$ cat src/rtl/regfile_port_seq.sv
// regfile_port_seq: serializes one write-back or one two-operand read onto the
// single addr/d_in/we_ port of a register file. Write-back has priority.
// Optional build macro REGSEQ_R0_ZERO_EN: register 0 reads as zero and is never written.
module regfile_port_seq #(
    parameter int unsigned ADDR_W = 5,
    parameter int unsigned DATA_W = 32
) (
    input  logic              clk,
    input  logic              reset_,
    input  logic              i_wb_valid,
    output logic              o_wb_ready,
    input  logic [ADDR_W-1:0] i_wb_addr,
    input  logic [DATA_W-1:0] i_wb_data,
    input  logic              i_rd_valid,
    output logic              o_rd_ready,
    input  logic [ADDR_W-1:0] i_rs_a,
    input  logic [ADDR_W-1:0] i_rs_b,
    output logic              o_rd_done,
    output logic [DATA_W-1:0] o_op_a,
    output logic [DATA_W-1:0] o_op_b,
    output logic              o_busy,
    output logic [ADDR_W-1:0] o_rf_addr,
    output logic [DATA_W-1:0] o_rf_wdata,
    output logic              o_rf_we_,
    input  logic [DATA_W-1:0] i_rf_rdata
);

    typedef enum logic [2:0] {
        S_IDLE = 3'd0,
        S_WR   = 3'd1,
        S_RDA  = 3'd2,
        S_RDB  = 3'd3,
        S_DONE = 3'd4
    } state_t;

    state_t              r_state;
    logic                r_wb_ready;
    logic                r_busy;
    logic                r_rd_done;
    logic                r_rf_we_;
    logic [ADDR_W-1:0]   r_rf_addr;
    logic [DATA_W-1:0]   r_rf_wdata;
    logic [ADDR_W-1:0]   r_rs_b;
    logic [DATA_W-1:0]   r_op_a;
    logic [DATA_W-1:0]   r_op_b;
    logic [DATA_W-1:0]   w_rdata;
    logic                w_wr_en_;

    // Read data as captured into op_a/op_b, and the write strobe level for an accepted write.
`ifdef REGSEQ_R0_ZERO_EN
    assign w_rdata  = (r_rf_addr == '0) ? '0 : i_rf_rdata;
    assign w_wr_en_ = (i_wb_addr == '0);
`else
    assign w_rdata  = i_rf_rdata;
    assign w_wr_en_ = 1'b0;
`endif

    // A read is only offered when idle and no write-back is competing for the port.
    assign o_rd_ready = r_wb_ready & ~i_wb_valid;

    assign o_wb_ready = r_wb_ready;
    assign o_busy     = r_busy;
    assign o_rd_done  = r_rd_done;
    assign o_rf_we_   = r_rf_we_;
    assign o_rf_addr  = r_rf_addr;
    assign o_rf_wdata = r_rf_wdata;
    assign o_op_a     = r_op_a;
    assign o_op_b     = r_op_b;

    // Sequencer FSM; rf_addr/rf_wdata double as the latched write request and rs_a,
    // and every output is loaded one edge ahead so it is a pure function of state.
    always_ff @(posedge clk or negedge reset_) begin
        if (!reset_) begin
            r_state    <= S_IDLE;
            r_wb_ready <= 1'b1;
            r_busy     <= 1'b0;
            r_rd_done  <= 1'b0;
            r_rf_we_   <= 1'b1;
            r_rf_addr  <= '0;
            r_rf_wdata <= '0;
            r_rs_b     <= '0;
            r_op_a     <= '0;
            r_op_b     <= '0;
        end else begin
            case (r_state)
                S_IDLE: begin
                    if (i_wb_valid) begin
                        r_state    <= S_WR;
                        r_wb_ready <= 1'b0;
                        r_busy     <= 1'b1;
                        r_rf_addr  <= i_wb_addr;
                        r_rf_wdata <= i_wb_data;
                        r_rf_we_   <= w_wr_en_;
                    end else if (i_rd_valid) begin
                        r_state    <= S_RDA;
                        r_wb_ready <= 1'b0;
                        r_busy     <= 1'b1;
                        r_rf_addr  <= i_rs_a;
                        r_rs_b     <= i_rs_b;
                    end
                end
                S_WR: begin
                    r_state    <= S_IDLE;
                    r_wb_ready <= 1'b1;
                    r_busy     <= 1'b0;
                    r_rf_we_   <= 1'b1;
                end
                S_RDA: begin
                    r_state   <= S_RDB;
                    r_op_a    <= w_rdata;
                    r_rf_addr <= r_rs_b;
                end
                S_RDB: begin
                    r_state   <= S_DONE;
                    r_op_b    <= w_rdata;
                    r_rd_done <= 1'b1;
                end
                S_DONE: begin
                    r_state    <= S_IDLE;
                    r_rd_done  <= 1'b0;
                    r_wb_ready <= 1'b1;
                    r_busy     <= 1'b0;
                end
                default: begin
                    r_state    <= S_IDLE;
                    r_wb_ready <= 1'b1;
                    r_busy     <= 1'b0;
                    r_rd_done  <= 1'b0;
                    r_rf_we_   <= 1'b1;
                end
            endcase
        end
    end

endmodule

$ cat config.mk
export PLATFORM = sky130hd
export DESIGN_NAME = regfile_port_seq
export DESIGN_NICKNAME = d
export VERILOG_FILES = /design/src/rtl/regfile_port_seq.sv
export SDC_FILE = /design/constraint.sdc
export NUM_CORES = 1
export LEC_CHECK = 0
export CORE_MARGIN = 2
export CORE_UTILIZATION = 47
export CTS_BUF_LIST = sky130_fd_sc_hd__clkbuf_4
export CTS_CLUSTER_DIAMETER = 60
export CTS_CLUSTER_SIZE = 12
export DETAILED_ROUTE_END_ITERATION = 12
export HOLD_SLACK_MARGIN = 0.02
export PLACE_DENSITY_LB_ADDON = 0.25
export SKIP_LAST_GASP = 1
export SLEW_MARGIN = 20
export SYNTH_ARGS = -nofsm -noshare
export SYNTH_HDL_FRONTEND = slang
export SYNTH_SLANG_ARGS = --single-unit
$ cat constraint.sdc
create_clock -name clk -period 2.41 [get_ports clk]
set_input_delay 0.482 -clock clk [delete_from_list [all_inputs] [get_ports clk]]
set_output_delay 0.482 -clock clk [all_outputs]
set_load 0.05 [all_outputs]
==> impl_results.html, run 1 <==
<table>
<tr><th>Metric</th><th>Value</th></tr>
<tr><th colspan="2">Logic synthesis</th></tr>
<tr><td>Instance count of the mapped netlist</td><td>274</td></tr>
<tr><td>Share of the yosys chip area belonging to registers</td><td>62.7%</td></tr>
<tr><td>Syn Nets</td><td>357</td></tr>
<tr><td>Count of state elements after synthesis</td><td>113</td></tr>
<tr><td>Mean cell area of the mapped netlist</td><td>between 15 and 20 um2</td></tr>
<tr><td>Synth Cell Area</td><td>0.00451 mm2</td></tr>
<tr><td>Unique masters post-synth</td><td>26</td></tr>
<tr><td>Warnings, synthesis</td><td>0</td></tr>
<tr><th colspan="2">Layout</th></tr>
<tr><td>Layout cell share with drive strength beyond 1</td><td>between 30 and 40%</td></tr>
<tr><td>Commonest non-fill, non-tap cell in the layout</td><td>clkdlybuf4s50_1</td></tr>
<tr><td>Filler Cell Count</td><td>620</td></tr>
<tr><td>Commonest cells after routing, fill and taps aside</td><td>185 x clkdlybuf4s50_1, 111 x dfrtp_1, 77 x mux2_2, 29 x mux2_4, 17 x clkbuf_4</td></tr>
<tr><td>Area of the multi-input gates</td><td>0.00153 mm2</td></tr>
<tr><td>Area growth from synthesis to layout</td><td>50.5%</td></tr>
<tr><td>Number of nets at the end of the flow</td><td>560</td></tr>
<tr><td>Final antenna diode count</td><td>0</td></tr>
<tr><td>Final instance area</td><td>0.00679 mm2</td></tr>
<tr><td>Sequential Area</td><td>0.00283 mm2</td></tr>
<tr><th colspan="2">Floorplanning</th></tr>
<tr><td>Number of placement rows</td><td>35</td></tr>
<tr><td>Std-Cell Core Area</td><td>0.00928 mm2</td></tr>
<tr><td>Starting utilization of the core area</td><td>between 40% and 50%</td></tr>
<tr><td>Die Footprint</td><td>approximately 0.010 mm2</td></tr>
<tr><td>I/O pin cnt</td><td>189</td></tr>
<tr><td>Die Span Y</td><td>a little over 100 um</td></tr>
<tr><td>Width of the chip</td><td>between 100 and 150 um</td></tr>
<tr><th colspan="2">Critical path</th></tr>
<tr><td>Cells along the critical path</td><td>clkdlybuf4s50_1</td></tr>
<tr><td>Endpoint arrival time on the critical path</td><td>1.84 ns</td></tr>
<tr><td>Type of element capturing the critical path</td><td>primary output</td></tr>
<tr><td>Startpoint Class</td><td>flip-flop</td></tr>
<tr><td>Setup slack, reg-to-reg</td><td>0.63 ns</td></tr>
<tr><td>Reg-to-reg endpoint</td><td>o_rf_wdata[6]</td></tr>
<tr><td>Crit Reg-Reg Startpoint</td><td>r_state[2]</td></tr>
<tr><td>Cell family with the largest share of critical-path delay</td><td>buffers and inverters</td></tr>
<tr><td>Critical path required time</td><td>1.93 ns</td></tr>
<tr><td>Crit path largest cell delay</td><td>0.81 ns</td></tr>
<tr><td>Classification of the worst setup path</td><td>reg2out</td></tr>
<tr><td>Buffer and inverter count on the worst path</td><td>1</td></tr>
<tr><td>Cell depth of the worst flop-to-flop path</td><td>4</td></tr>
<tr><td>Slowest cell on the critical path</td><td>clkdlybuf4s50_1</td></tr>
<tr><td>Largest fanout on the critical path</td><td>3</td></tr>
<tr><th colspan="2">Placed design</th></tr>
<tr><td>Placed Area</td><td>0.00653 mm2</td></tr>
<tr><td>IO buf count</td><td>188</td></tr>
<tr><td>Final GP Congestion</td><td>just under 0.8</td></tr>
<tr><td>HPWL after detailed placement</td><td>7790 um</td></tr>
<tr><th colspan="2">Global route</th></tr>
<tr><td>Number of antenna violations at the first check in global routing</td><td>0</td></tr>
<tr><td>First-pass GRT wire length</td><td>around 17,000 um</td></tr>
<tr><td>Largest net degree at the start of global routing</td><td>48</td></tr>
<tr><td>Remaining global-route overflow</td><td>0</td></tr>
<tr><td>GRT Overall Usage</td><td>21.0%</td></tr>
<tr><td>Number of global-route vias before repair</td><td>3,220</td></tr>
<tr><th colspan="2">Clock network</th></tr>
<tr><td>Postcts setup bufs</td><td>0</td></tr>
<tr><td>Clk_lat worst skew</td><td>0.48 ns</td></tr>
<tr><td>Sinks on the clock net</td><td>113</td></tr>
<tr><td>Root buffer cell</td><td>clkbuf_4</td></tr>
<tr><td>Worst-path clk slew</td><td>0.08 ns</td></tr>
<tr><td>Cts bufs inserted</td><td>17</td></tr>
<tr><td>Clock Tree Buf Depth</td><td>2</td></tr>
<tr><td>TritonCTS clock tree</td><td>yes</td></tr>
<tr><td>H-Tree Depth</td><td>4</td></tr>
<tr><th colspan="2">Routing</th></tr>
<tr><td>Vias</td><td>3,047</td></tr>
<tr><td>Post-detailed-route count of antenna-violating nets</td><td>0</td></tr>
<tr><td>Avg WL per Cell</td><td>roughly 17 um</td></tr>
<tr><td>Router iterations before antenna repair</td><td>4</td></tr>
<tr><td>DRC violation count after routing</td><td>0</td></tr>
<tr><td>Detailed Route Iter0 Violations</td><td>66</td></tr>
<tr><td>Avg Vias per Cell</td><td>approximately 4.9</td></tr>
<tr><td>Total detailed-routing wirelength</td><td>10,600 um</td></tr>
<tr><th colspan="2">Timing</th></tr>
<tr><td>Peak Freq</td><td>around 430 MHz</td></tr>
<tr><td>Setup total negative slack</td><td>0 ns</td></tr>
<tr><td>Count of final max-slew check failures</td><td>0</td></tr>
<tr><td>Final critical-path required period</td><td>2.32 ns</td></tr>
<tr><td>RSZ-0062 raised after global routing</td><td>no</td></tr>
<tr><td>Number of hold violations in the final report</td><td>0</td></tr>
<tr><td>Share of the clock period used by the worst path</td><td>96.3%</td></tr>
<tr><td>Worst slew pin tran</td><td>0.597 ns</td></tr>
<tr><td>Max_slew headroom</td><td>60.2%</td></tr>
<tr><td>Clock skew</td><td>0.0153 ns</td></tr>
<tr><td>Final Setup Violations</td><td>0</td></tr>
<tr><th colspan="2">Outcome</th></tr>
<tr><td>Outcome</td><td>finished clean</td></tr>
<tr><th colspan="2">Worst hold path</th></tr>
<tr><td>Critical hold path startpoint</td><td>o_busy</td></tr>
<tr><td>Min-delay worst type</td><td>reg2reg</td></tr>
<tr><td>Worst hold path stage count</td><td>1</td></tr>
<tr><td>Capture endpoint of the worst hold path</td><td>o_busy</td></tr>
<tr><th colspan="2">Job</th></tr>
<tr><td>MaxCap Viol Count</td><td>0</td></tr>
</table>
cells by family (layout without fill, tap and decap cells):
group	Yosys count	count (layout)	synth area share, %
flip-flops	113	113	62.7
AO/OA/AOI/OAI	21	21	2.72
AND/OR/NAND/NOR	17	17	2.25
multiplexers	106	106	28.9
buffers and inverters	17	232	3.47
worst max path at each step:
stage | cells past startpoint | end | from
5_1_grt | 1 | o_wb_ready | o_wb_ready
6_report | 1 | o_wb_ready | o_wb_ready
4_1_cts | 1 | o_rf_we_ | o_rf_we_
2_1_floorplan | 1 | o_rd_ready | o_wb_ready
3_5_place_dp | 5 | o_rf_addr[0] | i_wb_valid
3_3_place_gp | 4 | o_rf_wdata[0] | i_wb_valid
state kept, by name, indices dropped and copies added, names as in the netlist:
signal	count
o_wb_ready	1
o_rf_addr	5
o_rf_wdata	32
o_busy	1
r_state	3
o_rf_we_	1
o_op_a	32
r_rs_b	5
o_rd_done	1
o_op_b	32
cell usage after synthesis:
master     instances  share of area [%]
a21oi_1            1               0.11
a2bb2oi_1          1               0.19
and2_4             1               0.19
buf_12             3                1.3
buf_2              5               0.55
buf_4              2               0.33
buf_6              4                1.0
dfrtp_1          111                 62
dfstp_2            2                1.2
inv_1              3               0.25
mux2_2            77                 19
mux2_4            29                9.6
nand2_1            3               0.25
nand2b_1           2               0.28
nand3b_1           1               0.17
nand3b_2           1               0.25
nor2_1             4               0.33
nor2b_1            1               0.14
nor3_1             1               0.11
nor3_2             1               0.22
nor3b_1            1               0.17
o21a_1             1               0.17
o21ai_0           12                1.3
o22ai_1            5               0.69
o32a_1             1               0.22
or2_2              1               0.14
metrics by stage:
step	setup WS, ns	instances	utilization [%]	hold slack, ns
4_1_cts	0.0284	618	73.1	0.506
3_3_place_gp	0.437	586	70.3	0.476
3_5_place_dp	0.335	586	70.3	0.492
6_report	0.0901	618	73.2	0.506
2_1_floorplan	0.486	274	-	0.186
5_1_grt	0.0160	618	73.2	0.522
layer usage:
metal	wire length [um]	global-route usage, %	vias to the layer above
met2	5240	35.1	131
li1	-	-	1380
met5	0	0	-
met1	4290	24.4	1528
met4	99	6.46	0
met3	984	9.58	8
area by class of cell:
| cell class | count | area share (%) |
|---|---|---|
| repair buffers | 198 | 29.5 |
| clock buffers | 17 | 1.88 |
| flip-flops and latches | 113 | 41.7 |
| clock inverters | 14 | 1.82 |
| well taps | 129 | 2.38 |
| inverters | 3 | 0.166 |
| multi-input cells | 144 | 22.5 |
repair_timing:
| item | in CTS | in global routing |
|---|---|---|
| hold buffers | 1 | 0 |
| resized for setup | 0 | 1 |
| hold endpoints to repair | 43 | 0 |
| endpoints found under the setup margin | 0 | 1 |
Power of run 1 is not shown: default switching activity piles up to over one toggle a cycle in this logic, so the estimate is an artifact.
==> run 2, diff against run 1 <==
--- a/config.mk
+++ b/config.mk
@@ -5,8 +5,9 @@
 export SDC_FILE = /design/constraint.sdc
 export NUM_CORES = 1
 export LEC_CHECK = 0
+export CORE_ASPECT_RATIO = 1.4
 export CORE_MARGIN = 2
-export CORE_UTILIZATION = 47
+export CORE_UTILIZATION = 40
 export CTS_BUF_LIST = sky130_fd_sc_hd__clkbuf_4
 export CTS_CLUSTER_DIAMETER = 60
 export CTS_CLUSTER_SIZE = 12
==> constraint.sdc (replaced) <==
create_clock -name clk -period 2.41 [get_ports clk]
set_input_delay 0.3615 -clock clk [delete_from_list [all_inputs] [get_ports clk]]
set_output_delay 0.3615 -clock clk [all_outputs]
set_load 0.05 [all_outputs]
==> impl_results.html, run 2 (synthesized netlist as in run 1, its figures left out) <==
<table>
<tr><th>Metric</th><th>Value</th></tr>
<tr><th colspan="2">Global route</th></tr>
<tr><td>First-pass GRT wire length</td><td>between 15,000 and 20,000 um</td></tr>
<tr><td>Number of antenna violations at the first check in global routing</td><td>1</td></tr>
<tr><td>Remaining global-route overflow</td><td>0</td></tr>
<tr><td>Number of global-route vias before repair</td><td>3,200</td></tr>
<tr><td>GRT Overall Usage</td><td>between 10% and 20%</td></tr>
<tr><td>Largest net degree at the start of global routing</td><td>53</td></tr>
<tr><th colspan="2">Clock network</th></tr>
<tr><td>H-Tree Depth</td><td>4</td></tr>
<tr><td>Worst-path clk slew</td><td>0.09 ns</td></tr>
<tr><td>Sinks on the clock net</td><td>~110</td></tr>
<tr><td>Root buffer cell</td><td>clkbuf_4</td></tr>
<tr><td>TritonCTS clock tree</td><td>yes</td></tr>
<tr><td>Clock Tree Buf Depth</td><td>2</td></tr>
<tr><td>Cts bufs inserted</td><td>17</td></tr>
<tr><td>Clk_lat worst skew</td><td>0.48 ns</td></tr>
<tr><th colspan="2">Floorplanning</th></tr>
<tr><td>Die Span Y</td><td>130 um</td></tr>
<tr><td>Std-Cell Core Area</td><td>0.0109 mm2</td></tr>
<tr><td>Starting utilization of the core area</td><td>41.3%</td></tr>
<tr><td>I/O pin cnt</td><td>189</td></tr>
<tr><td>Width of the chip</td><td>93.8 um</td></tr>
<tr><td>Die Footprint</td><td>~0.012 mm2</td></tr>
<tr><td>Number of placement rows</td><td>45</td></tr>
<tr><th colspan="2">Routing</th></tr>
<tr><td>Router iterations before antenna repair</td><td>4</td></tr>
<tr><td>Vias</td><td>3,006</td></tr>
<tr><td>DRC violation count after routing</td><td>0</td></tr>
<tr><td>Avg Vias per Cell</td><td>4.78</td></tr>
<tr><td>Total detailed-routing wirelength</td><td>10,200 um</td></tr>
<tr><td>Post-detailed-route count of antenna-violating nets</td><td>0</td></tr>
<tr><td>Detailed Route Iter0 Violations</td><td>44</td></tr>
<tr><td>Avg WL per Cell</td><td>16.2 um</td></tr>
<tr><th colspan="2">Layout</th></tr>
<tr><td>Layout cell share with drive strength beyond 1</td><td>a little under a third</td></tr>
<tr><td>Number of nets at the end of the flow</td><td>557</td></tr>
<tr><td>Commonest non-fill, non-tap cell in the layout</td><td>clkdlybuf4s50_1</td></tr>
<tr><td>Commonest cells after routing, fill and taps aside</td><td>186 x clkdlybuf4s50_1, 111 x dfrtp_1, 77 x mux2_2, 29 x mux2_4, 20 x clkbuf_4</td></tr>
<tr><td>Area growth from synthesis to layout</td><td>51.0%</td></tr>
<tr><th colspan="2">Outcome</th></tr>
<tr><td>Outcome</td><td>finished clean</td></tr>
<tr><th colspan="2">Placed design</th></tr>
<tr><td>IO buf count</td><td>188</td></tr>
<tr><td>HPWL after detailed placement</td><td>around 7500 um</td></tr>
<tr><td>Final GP Congestion</td><td>0.705</td></tr>
<tr><td>Post-Place Worst Slack</td><td>0.469 ns</td></tr>
<tr><th colspan="2">Critical path</th></tr>
<tr><td>Crit Reg-Reg Startpoint</td><td>r_state[1]</td></tr>
<tr><td>Cell depth of the worst flop-to-flop path</td><td>3</td></tr>
<tr><td>Largest fanout on the critical path</td><td>3</td></tr>
<tr><td>Setup slack, reg-to-reg</td><td>0.62 ns</td></tr>
<tr><td>Buffer and inverter count on the worst path</td><td>1</td></tr>
<tr><td>Crit path largest cell delay</td><td>roughly 0.8 ns</td></tr>
<tr><td>Type of element capturing the critical path</td><td>primary output</td></tr>
<tr><td>Reg-to-reg endpoint</td><td>o_rf_wdata[13]</td></tr>
<tr><td>Startpoint Class</td><td>flip-flop</td></tr>
<tr><td>Classification of the worst setup path</td><td>reg2out</td></tr>
<tr><td>Cells along the critical path</td><td>clkdlybuf4s50_1</td></tr>
<tr><td>Endpoint arrival time on the critical path</td><td>1.85 ns</td></tr>
<tr><td>Slowest cell on the critical path</td><td>clkdlybuf4s50_1</td></tr>
<tr><td>Critical path required time</td><td>roughly 2.1 ns</td></tr>
<tr><td>Cell family with the largest share of critical-path delay</td><td>buffers and inverters</td></tr>
<tr><th colspan="2">Job</th></tr>
<tr><td>MaxCap Viol Count</td><td>0</td></tr>
<tr><th colspan="2">Timing</th></tr>
<tr><td>Final critical-path required period</td><td>roughly 2.2 ns</td></tr>
<tr><td>Peak Freq</td><td>about 450 MHz</td></tr>
<tr><td>Number of hold violations in the final report</td><td>0</td></tr>
<tr><td>RSZ-0062 raised after global routing</td><td>no</td></tr>
<tr><td>Final Setup Violations</td><td>0</td></tr>
<tr><td>Setup total negative slack</td><td>0 ns</td></tr>
<tr><td>Worst-case setup margin in the final layout</td><td>0.196 ns</td></tr>
<tr><td>Clock skew</td><td>0.0181 ns</td></tr>
<tr><td>WHS</td><td>0.412 ns</td></tr>
<tr><td>Max_slew headroom</td><td>about 60%</td></tr>
<tr><td>Share of the clock period used by the worst path</td><td>91.9%</td></tr>
<tr><td>Worst slew pin tran</td><td>just under 0.6 ns</td></tr>
<tr><td>Count of final max-slew check failures</td><td>0</td></tr>
<tr><th colspan="2">Worst hold path</th></tr>
<tr><td>Min-delay worst type</td><td>in2async</td></tr>
</table>
-- run 2: what timing repair did --
action / 4_1_cts / 5_1_grt
setup buffers: 0 / 0
hold buffers: 1 / 0
setup endpoints to repair: 0 / 0
resized for setup: 0 / 0
endpoints found under the hold margin: 38 / 0
-- run 2: area by class of cell --
| class | count | area [um2] |
|---|---|---|
| Fill cell | 897 | 4110 |
| Timing Repair Buffer | 195 | 1970 |
| Multi-Input combinational cell | 144 | 1530 |
| Clock inverter | 12 | 141 |
| Clock buffer | 20 | 150 |
| Antenna cell | 1 | 2.50 |
| Tap cell | 141 | 176 |
| Sequential cell | 113 | 2830 |
| Inverter | 3 | 11.3 |
-- run 2: worst max-delay path by stage --
stage	start	end	slack, ns	depth (start not counted)
floorplan	o_wb_ready	o_rd_ready	0.61	1
global placement	i_wb_valid	o_rf_wdata[11]	0.47	3
detailed placement	i_wb_valid	o_rf_wdata[12]	0.47	3
CTS	o_rf_we_	o_rf_we_	0.15	1
global route	o_wb_ready	o_wb_ready	0.11	1
finish	o_rf_we_	o_rf_we_	0.20	1
-- run 2: through the flow --
step           instance area, um2  utilization (%)  std cells
2_1_floorplan                4510                -        274
3_3_place_gp                 6510             59.6        595
4_1_cts                      6810             62.3        628
5_1_grt                      6810             62.4        629
3_5_place_dp                 6510             59.6        595
6_report                     6810             62.4        629
-- run 2: routing by layer --
metal | part of all wire, % | global-route usage (%) | vias up
met4 | 1.5 | 6.82 | 0
met2 | 52 | 29.6 | 123
met5 | 0 | 0 | -
met1 | 39 | 20.0 | 1492
li1 | - | - | 1379
met3 | 7.7 | 6.28 | 12
Power of run 2 is left out for the same reason.
==> RTL change, RTL diff (config.mk and constraints of run 2) <==
Make the reset (`reset_`) synchronous in one clocked block.
--- a/src/rtl/regfile_port_seq.sv
+++ b/src/rtl/regfile_port_seq.sv
@@ -71,3 +71,3 @@
     // and every output is loaded one edge ahead so it is a pure function of state.
-    always_ff @(posedge clk or negedge reset_) begin
+    always_ff @(posedge clk) begin
         if (!reset_) begin
Behaviour: differs if reset_ is asserted again (counterexample within 4 cycles, from zero or initial values and one cycle with reset_ low); with reset_ held inactive, the same outputs for 10 cycles.
==> RTL change against run 2 <==
- core utilization fell by 1.1 points
- critical path type unchanged
- first-iteration DRC count rose to 3.9 times the old value
- worst setup slack improved by 0.18 ns
- non-clock buffer count rose by 5
- design area fell by 2.8%
- routed wire length rose by 14%
- area after synthesis fell by 2.0%
- clock skew fell by 0.012 ns
- global-route usage rose by 2.5 points
- sequential cell count did not move
- highest routed layer unchanged
- cell count rose by 33%
==> RTL change: results (changes against run 2) <==
result of the run: finished clean
Max FO, Critical Path: 2 (-1)
crit path DAT: 1.67 ns (-0.18 ns)
global-route met3 utilization: 0.0550 (-0.00776)
top cell types by occurrence after synthesis: nand2_1 (194), dfxtp_1 (113), a21boi_1 (69)
CP max stage delay: 0.85 ns (+0.03 ns)
hold depth: 2
Worst Skew: 0.00609 ns (-0.0120 ns)
Mean Syn Cell Area: 8.85 sq um (-46%)
synth top area cells: dfxtp_1 (51%), nand2_1 (16%), a21boi_1 (12%)
GPL Wtd Cong: 0.801 (+14%)
vias per inst: 4.79 (+0.33%)
I/O Buffers: 188 (unchanged)
total CTS buffers: 17 (unchanged)
r2r startpoint: r_state[1]
GR Util met1: 0.216 (+0.0168)
Final Util: 0.613 (-0.0110)
initial antenna violation count: 1 (unchanged)
routed length on met3: 647 um (-17%)
Hold EP: o_rf_we_
Filler Cell Count: 970 (+8.1%)
met1 WL: 4.62 mm (+16%)
placed insts: 803 (+35%)
HP Start: reset_
Setup Buffers After CTS: 0 (unchanged)
Synth async-reset ratio: 0 (-1.00)
pin count of the biggest net entering global routing: 78 (+47%)
detailed placement HPWL: 8.51 mm (+14%)
WHS: 0.332 ns (-0.0806 ns)
clk root buf: clkbuf_4
Synthesized Nets: 583 (+63%)
register area share after synthesis: 0.511 (-0.116)
Leak Pwr: 2.43 nW
Worst Hold Class: in -> reg
flop2flop setup slack: 0.73 ns (+0.11 ns)
Final nets: 764 (+37%)
origin of the worst setup path: o_op_a[19]
pre-CTS setup slack: 0.516 ns (+0.0474 ns)
GR met2 Demand/Resource: 0.360 (+0.0635)
DP Area: 0.00635 sq mm (-2.5%)
Max-Slew Margin vs Limit: 0.609 (+0.00505)
Detailed Route Iter0 Violations: 172 (+290%)
global-route wire length before repair: 18.8 mm (+16%)
Worst-path clk slew: 0.09 ns (about the same)
fmax: 0.492 GHz (+8.9%)
critical path endpoint: o_op_a[19]
All-Layer GR Usage: 0.199 (+0.0253)
met2 WL post-DR: 6.12 mm (+16%)
Worst R2R Path Depth: 4 (+1)
vias in the first global route: 3944 (+23%)
WL final: 11.7 mm (+14%)
Distinct cells, synth: 30 (+15%)
share of cells above drive strength 1: 0.0708 (-0.239)
P_comb: 0.000874 W
Clk Latency, worst-skew pair: 0.48 ns (about the same)
WL/cell: 14.0 um (-14%)
Critical R2R Capture: o_rf_addr[4]
[RTL change: cell types whose count changed after synthesis, sizes merged, moves of 4 or more]
cell,change
a21boi,+101
and3,+5
buf,+11
clkbuf,+13
dfrtp,-111
dfxtp,+113
mux2,-101
mux2i,+5
nand2,+191
nor2,+4
o21a,+5
o21ai,-10
o22ai,-5
o2bb2ai,+5
[RTL change: cell type report]
class / instances / area share
well taps: 141 / 0.0266
clock buffers: 21 / 0.0238
inverters: 1 / 0.000567
multi-input cells: 348 / 0.289
repair buffers: 200 / 0.300
clock inverters: 9 / 0.0176
diodes: 1 / 0.000378
flip-flops and latches: 113 / 0.342
[RTL change: logic make-up (layout without fill, tap and decap cells)]
family / count (synthesis) / in the layout / synth area share
compound gates: 118 / 118 / 0.200
buf+inv: 39 / 231 / 0.0569
flops: 113 / 113 / 0.511
mux: 10 / 10 / 0.0240
other cells: 0 / 1 / 0
simple gates: 220 / 220 / 0.208
